<file path="config.mk">
export PLATFORM = sky130hd
export DESIGN_NAME = iob_master
export DESIGN_NICKNAME = d
export VERILOG_FILES = /design/src/rtl/iob_pkg.sv /design/src/rtl/iob_eclk.sv /design/src/rtl/iob_master.sv
export SDC_FILE = /design/constraint.sdc
export NUM_CORES = 1
export LEC_CHECK = 0
export ABC_AREA = 1
export BUFFER_PORTS_ARGS = -buffer_cell sky130_fd_sc_hd__buf_2
export CAP_MARGIN = 20
export CELL_PAD_IN_SITES_DETAIL_PLACEMENT = 0
export CELL_PAD_IN_SITES_GLOBAL_PLACEMENT = 1
export CORE_MARGIN = 3
export CORE_UTILIZATION = 37
export CTS_CLUSTER_SIZE = 25
export DETAILED_ROUTE_END_ITERATION = 8
export GPL_TIMING_DRIVEN = 0
export PLACE_DENSITY = 0.73
export SKIP_CTS_REPAIR_TIMING = 1
export SYNTH_ARGS = -nofsm -noshare
export SYNTH_HDL_FRONTEND = slang
export SYNTH_HIERARCHICAL = 1
export SYNTH_SLANG_ARGS = --single-unit
export TNS_END_PERCENT = 1
</file>
<file path="constraint.sdc">
create_clock -name CLK -period 1.3 [get_ports CLK]
set_input_delay 0.13 -clock CLK [delete_from_list [all_inputs] [get_ports CLK]]
set_output_delay 0.13 -clock CLK [all_outputs]
set_load 0.03 [all_outputs]
</file>
<file path="src/rtl/iob_pkg.sv">
// -----------------------------------------------------------------------------
// iob_pkg -- shared types and constants for the I/O bus master.
//
// Contents:
//   state_t      bus-cycle state machine encoding (IDLE, S0..S7, HOLD)
//   E_*          E-clock generator constants (period, high phase, VPA point)
//   TMO_*        S4 timeout counter width and limit (IOB_TIMEOUT_EN builds)
//   state_in()   inclusive range test on the state encoding
// -----------------------------------------------------------------------------
package iob_pkg;

    // S0..S7 are encoded consecutively so strobe windows can be expressed
    // as simple inclusive ranges.
    typedef enum logic [3:0] {
        IDLE = 4'd0,
        S0   = 4'd1,
        S1   = 4'd2,
        S2   = 4'd3,
        S3   = 4'd4,
        S4   = 4'd5,
        S5   = 4'd6,
        S6   = 4'd7,
        S7   = 4'd8,
        HOLD = 4'd9
    } state_t;

    // E clock: ten CLK periods, low for counts 0..5, high for 6..9.
    localparam int              E_W          = 4;
    localparam logic [E_W-1:0]  E_PERIOD     = 4'd10;
    localparam logic [E_W-1:0]  E_HIGH_START = 4'd6;
    localparam logic [E_W-1:0]  E_VPA_TERM   = 4'd8;

    // S4 watchdog.
    localparam int               TMO_W   = 8;
    localparam logic [TMO_W-1:0] TMO_MAX = 8'd255;

    function automatic logic state_in(input state_t s, input state_t lo, input state_t hi);
        return (s >= lo) && (s <= hi);
    endfunction

endpackage

</file>
<file path="src/rtl/iob_eclk.sv">
// -----------------------------------------------------------------------------
// iob_eclk -- 68000-style E clock generator.
//
// A free-running modulo-10 counter; E is high for counts 6..9 (6 low / 4 high).
//
// Ports:
//   CLK   in   system clock (one S-state per period)
//   nRST  in   asynchronous active-low reset
//   Ecnt  out  current E phase, 0..9
//   Eout  out  E clock, registered and aligned with Ecnt
// -----------------------------------------------------------------------------
module iob_eclk
    import iob_pkg::*;
(
    input  logic           CLK,
    input  logic           nRST,
    output logic [E_W-1:0] Ecnt,
    output logic           Eout
);

    logic [E_W-1:0] w_ecnt_nxt;

    always_comb begin
        if (Ecnt == E_PERIOD - 4'd1) begin
            w_ecnt_nxt = '0;
        end else begin
            w_ecnt_nxt = Ecnt + 4'd1;
        end
    end

    // Eout is decoded from the next count so that it changes on the same
    // edge as Ecnt and never glitches.
    // NOTE: clocked state uses non-blocking assignments so every flop samples
    // pre-edge values regardless of statement order.
    always_ff @(posedge CLK or negedge nRST) begin
        if (!nRST) begin
            Ecnt <= '0;
            Eout <= 1'b0;
        end else begin
            Ecnt <= w_ecnt_nxt;
            Eout <= (w_ecnt_nxt >= E_HIGH_START);
        end
    end

endmodule

</file>
<file path="src/rtl/iob_master.sv">
// -----------------------------------------------------------------------------
// iob_master -- 68000 bus master driven by an I/O slave request FIFO.
//
// Runs one asynchronous 68000 bus cycle (S0..S7) per request and hands the
// result back to the slave through IOACT/IOBERR. S4 is stretched until the
// bus is terminated by BERR, DTACK or VPA (VPA aligned to the E clock).
//
// Optional feature (macro IOB_TIMEOUT_EN): an 8-bit S4 watchdog that ends the
// cycle with an error after 256 CLK in S4. Without the macro S4 waits forever.
//
// Ports:
//   CLK, nRST        clock (one S-state per period), async active-low reset
//   IOREQ            cycle request from slave (asynchronous)
//   IORW0            1 = read, 0 = write
//   IOL0, IOU0       lower / upper byte enables
//   nDTACKin         data acknowledge, active-low (asynchronous)
//   nVPAin           valid peripheral address, active-low (asynchronous)
//   nBERRin          bus error, active-low (asynchronous)
//   IOACT            cycle active / acknowledge to slave
//   IOBERR           error status of the last completed cycle
//   nASout           address strobe
//   nLDSout/nUDSout  lower / upper data strobes
//   nRWout           bus direction (0 = write)
//   nDoutOE          write-data output enable
//   Eout             E clock
// -----------------------------------------------------------------------------
module iob_master
    import iob_pkg::*;
(
    input  logic CLK,
    input  logic nRST,
    input  logic IOREQ,
    input  logic IORW0,
    input  logic IOL0,
    input  logic IOU0,
    input  logic nDTACKin,
    input  logic nVPAin,
    input  logic nBERRin,
    output logic IOACT,
    output logic IOBERR,
    output logic nASout,
    output logic nLDSout,
    output logic nUDSout,
    output logic nRWout,
    output logic nDoutOE,
    output logic Eout
);

    // -------------------------------------------------------------------------
    // Two-flop synchronizers. Idle levels: request 0, active-low inputs 1.
    // -------------------------------------------------------------------------
    logic r_ioreq_m, r_ioreqr;
    logic r_dtack_m, r_dtackr;
    logic r_vpa_m,   r_vpar;
    logic r_berr_m,  r_berrr;

    always_ff @(posedge CLK or negedge nRST) begin
        if (!nRST) begin
            r_ioreq_m <= 1'b0;
            r_ioreqr  <= 1'b0;
            r_dtack_m <= 1'b1;
            r_dtackr  <= 1'b1;
            r_vpa_m   <= 1'b1;
            r_vpar    <= 1'b1;
            r_berr_m  <= 1'b1;
            r_berrr   <= 1'b1;
        end else begin
            r_ioreq_m <= IOREQ;
            r_ioreqr  <= r_ioreq_m;
            r_dtack_m <= nDTACKin;
            r_dtackr  <= r_dtack_m;
            r_vpa_m   <= nVPAin;
            r_vpar    <= r_vpa_m;
            r_berr_m  <= nBERRin;
            r_berrr   <= r_berr_m;
        end
    end

    // -------------------------------------------------------------------------
    // E clock generator
    // -------------------------------------------------------------------------
    logic [E_W-1:0] w_ecnt;

    iob_eclk u_eclk (
        .CLK  (CLK),
        .nRST (nRST),
        .Ecnt (w_ecnt),
        .Eout (Eout)
    );

    // -------------------------------------------------------------------------
    // Cycle state and latched request attributes
    // -------------------------------------------------------------------------
    state_t r_state;
    state_t w_state_nxt;
    logic   w_err_set;
    logic   r_rw;
    logic   r_lds;
    logic   r_uds;
    logic   r_err;

`ifdef IOB_TIMEOUT_EN
    logic [TMO_W-1:0] r_tcnt;
`endif

    // Next-state decode. S4 termination sources are checked in priority
    // order: bus error, DTACK, VPA on the E phase, then (optionally) timeout.
    // HOLD only returns to IDLE once the request has been withdrawn, so a
    // request that stays high across HOLD cannot start a second cycle.
    always_comb begin
        // NOTE: every combinational output gets a default first, so no path
        // through the case leaves it unassigned and no latch is inferred.
        w_state_nxt = r_state;
        w_err_set   = 1'b0;
        unique case (r_state)
            IDLE: if (r_ioreqr) w_state_nxt = S0;
            S0:   w_state_nxt = S1;
            S1:   w_state_nxt = S2;
            S2:   w_state_nxt = S3;
            S3:   w_state_nxt = S4;
            S4: begin
                if (!r_berrr) begin
                    w_state_nxt = S5;
                    w_err_set   = 1'b1;
                end else if (!r_dtackr) begin
                    w_state_nxt = S5;
                end else if (!r_vpar && (w_ecnt == E_VPA_TERM)) begin
                    w_state_nxt = S5;
`ifdef IOB_TIMEOUT_EN
                end else if (r_tcnt == TMO_MAX) begin
                    w_state_nxt = S5;
                    w_err_set   = 1'b1;
`endif
                end
            end
            S5:   w_state_nxt = S6;
            S6:   w_state_nxt = S7;
            S7:   w_state_nxt = HOLD;
            HOLD: if (!r_ioreqr) w_state_nxt = IDLE;
            default: w_state_nxt = IDLE;
        endcase
    end

    // Strobe windows for the state being entered; outputs are registered
    // from these so every strobe changes exactly on the state edge.
    logic w_as_win;
    logic w_ds_win;
    logic w_rw_win;
    logic w_oe_win;

    always_comb begin
        w_as_win = state_in(w_state_nxt, S2, S6);
        w_rw_win = state_in(w_state_nxt, S1, S7);
        w_oe_win = state_in(w_state_nxt, S2, S7);
        // Reads present data strobes with AS; writes wait until data is
        // stable on the bus (S4).
        w_ds_win = r_rw ? w_as_win : state_in(w_state_nxt, S4, S6);
    end

    // The direction and byte enables used below are latched on S0 entry and
    // are therefore already valid when S1 and later states are decoded.
    always_ff @(posedge CLK or negedge nRST) begin
        if (!nRST) begin
            r_state <= IDLE;
            r_rw    <= 1'b1;
            r_lds   <= 1'b0;
            r_uds   <= 1'b0;
            r_err   <= 1'b0;
            IOACT   <= 1'b0;
            IOBERR  <= 1'b0;
            nASout  <= 1'b1;
            nLDSout <= 1'b1;
            nUDSout <= 1'b1;
            nRWout  <= 1'b1;
            nDoutOE <= 1'b1;
        end else begin
            r_state <= w_state_nxt;
            IOACT   <= (w_state_nxt != IDLE);

            if (w_state_nxt == S0) begin
                r_rw   <= IORW0;
                r_lds  <= IOL0;
                r_uds  <= IOU0;
                r_err  <= 1'b0;
                IOBERR <= 1'b0;
            end else begin
                if (w_err_set) begin
                    r_err <= 1'b1;
                end
                // Status is published only once the cycle has fully ended.
                if ((r_state == S7) && (w_state_nxt == HOLD)) begin
                    IOBERR <= r_err;
                end
            end

            nASout  <= ~w_as_win;
            nLDSout <= ~(w_ds_win & r_lds);
            nUDSout <= ~(w_ds_win & r_uds);
            nRWout  <= ~(w_rw_win & ~r_rw);
            nDoutOE <= ~(w_oe_win & ~r_rw);
        end
    end

`ifdef IOB_TIMEOUT_EN
    // Counts CLKs spent in S4 and sticks at the limit.
    always_ff @(posedge CLK or negedge nRST) begin
        if (!nRST) begin
            r_tcnt <= '0;
        end else if (w_state_nxt == S0) begin
            r_tcnt <= '0;
        end else if ((r_state == S4) && (r_tcnt != TMO_MAX)) begin
            r_tcnt <= r_tcnt + TMO_W'(1);
        end
    end
`endif

endmodule

</file>
==> flow_summary.ini <==
[sta]
final_max_slew_viol_count = 0
setup_viol = 3
worstMarginPinSlew_ns = 0.588
fin_skew_ns = 0.00311
finalCritPeriodShare = 1.06
hold_viol = 0
period_needed_ns = 1.38
rsz0062_at_grt = yes
layout_setup_ws_ns = -0.0766
fmax_mhz = 726
slew_headroom = 0.608
final.setup.tns_ns = -0.0979

[drt]
first_iter_violations = 34
firstDrtPassIters = 4
drcViolationCount = 0
num_vias = 848
postRouteAntennaNets = 0
wl_per_cell_um = 10.9
avgViaCountPerCell = 4.53
drt-total-wl_um = 2040

[yosys]
synth_cells = 126
ys_seq_area_frac = 0.623
synth_seq_cells = 28
syn-cell-area_um2 = 1150
synthTopCellsByArea = dfrtp_1, dfstp_2, nand2_1
synth.avg_cell_area_um2 = 9.12
yosysTopAreaCellShare = 0.349
yosys.area.top_type = dfrtp_1
ys_types = 19
ys_warn_count = 6
synth_nets = 135

[grt]
antenna_found_initial = 0
grt_pass1_wl_um = 3250
grt-ovfl-total = 0
grt_max_degree = 29
grt_pass1_vias = 765
grt_usage = 0.119

[floorplan]
io-pin-count = 17
start_util = 0.403
dieWidth_um = 61.7
core_um2 = 2850
rows = 19
die_y_um = 61.7
die_area_um2 = 3810

[clock_tree]
cts_sinks = 28
insertion_delay_ns = 0.32
cts-htree-levels = 1
ctsLongestPathBuffers = 2
cts_buffers = 3
cts_tree = built
clk_pin_slew_ns = 0.14
cts_root_buf = clkbuf_4

[critical_path]
r2r-start = r_state[1]
end_kind = register
critPathMaxStageDelay_ns = 0.48
cp-start-kind = register
cp.buffers_inverters = 2
cp_data_required_time_ns = 1.52
cp_cell_sequence = nand2_2 > inv_2 > nand2_1 > nand2_2 > nor2_4 > inv_2 > nor2_4 > nand3_2 > or2_1
cp_max_fo = 6
critPathKind = reg -> reg
critPathTopFamily = simple AND/OR/NAND/NOR gates
slowest_stage = dfrtp_2
crit_start = r_state[1]
cp_data_arrival_time_ns = 1.60

[power_and_ir_drop]
power.density_nw_per_um2 = 2200
peakVddDrop_mv = 1.14
p_leak_nw = 0.745

[layout]
nets = 166
area_growth_pct = 24.7
stdcell_count = 187
drive_above_1_share = 0.353
num_antenna_cells = 0

[placed_design]
place_congestion = 0.765
dp.cells = 173
place.detailed.hpwl_um = 1490
io_buffers = 16

[worst_hold_path]
min-delay-start = IOU0
hp-class = in -> reg

[outcome]
status = complete, but fails checks
violations = negative setup slack

[job]
cap_violations = 0
layout by cell type, fill, tap and decap left out:
cell,count
dfrtp_2,3
nor2_4,3
nor2_1,10
dfstp_2,12
o21ai_0,1
xor2_1,1
nand2_2,5
o31ai_1,1
buf_4,3
nand3_2,1
nor2_2,1
inv_1,15
buf_2,16
dlygate4sd3_1,7
clkbuf_4,3
bufinv_16,1
o21ai_2,1
nand2_1,39
o21a_1,1
nand3_1,9
dfrtp_1,13
inv_2,6
or2_1,1
a21oi_1,2
nand4_1,1
cells in the mapped netlist (all sizes together):
library cell  count
nand2            44
inv              21
dfrtp            16
nor2             14
dfstp            12
nand3            10
a21oi             2
o21ai             2
nand4             1
o21a              1
o31ai             1
or2               1
xor2              1
logic make-up (layout without fill, tap and decap cells):
family          count (synthesis)  after routing  share of synthesized area
buf+inv                        21             51                     0.0686
xor+xnor                        1              1                    0.00763
flops                          28             28                      0.623
simple gates                   70             70                      0.270
compound gates                  6              6                     0.0305
registers in the layout, indices dropped and copies added, names as in the netlist:
name,count
r_state,4
u_eclk/Ecnt,4
IOACT,1
IOBERR,1
nASout,1
nDoutOE,1
nLDSout,1
nRWout,1
nUDSout,1
r_berr_m,1
r_berrr,1
r_dtack_m,1
r_dtackr,1
r_err,1
r_ioreq_m,1
r_ioreqr,1
r_lds,1
r_rw,1
r_uds,1
r_vpa_m,1
r_vpar,1
u_eclk/Eout,1
final timing paths:
kind                         endpoint  slack (ns)  cells after the start
min in group asynchronous      IOBERR        0.32                      2
hold / removal                  r_uds      0.0006                      3
setup / recovery                IOACT       -0.08                      9
setup reg to reg                IOACT       -0.08                      9
max in group asynchronous  r_state[3]        0.56                      2
hold reg to reg              r_dtackr        0.37                      0
worst register-to-register path, cell delays in order (launching register included):
cell and delay, ns:
dfrtp_2 0.48, nand2_2 0.08, inv_2 0.03, nand2_1 0.06, nand2_2 0.07, nor2_4 0.13
inv_2 0.07, nor2_4 0.09, nand3_2 0.07, or2_1 0.21
metal layers:
layer | part of all wire | global-route usage
met1 | 0.46 | 0.160
met2 | 0.50 | 0.185
met3 | 0.029 | 0.0248
met4 | 0.016 | 0.0545
met5 | 0 | 0
report_power, final:
part | leakage (nW) | switching (mW) | internal [mW]
Sequential | 0.313 | 0.143 | 1.15
Clock | 0.0279 | 0.235 | 0.312
Combinational | 0.404 | 0.828 | 0.476
Total | 0.745 | 1.21 | 1.94
metrics by stage:
step	cell area (µm²)	power (mW)	hold WS, ns	worst slack [ns]	util
floorplan	1150	2.17	-0.166	0.0566	-
finish	1430	3.15	0.000638	-0.0766	0.502
CTS	1320	3.01	-0.197	-0.118	0.463
global route	1430	3.41	0.0160	-0.164	0.502
detailed placement	1270	2.44	0.172	-0.104	0.444
global placement	1270	2.43	0.167	-0.0663	0.444
layout make-up:
type                    count  area (µm²)
fillers                   280        1420
flip-flops and latches     28         719
multi-input cells          77         370
repair buffers             26         173
inverters                  21        78.8
well taps                  31        38.8
clock inverters             1        30.0
clock buffers               3        22.5
No activity file was read; power rests on OpenSTA's default activity.
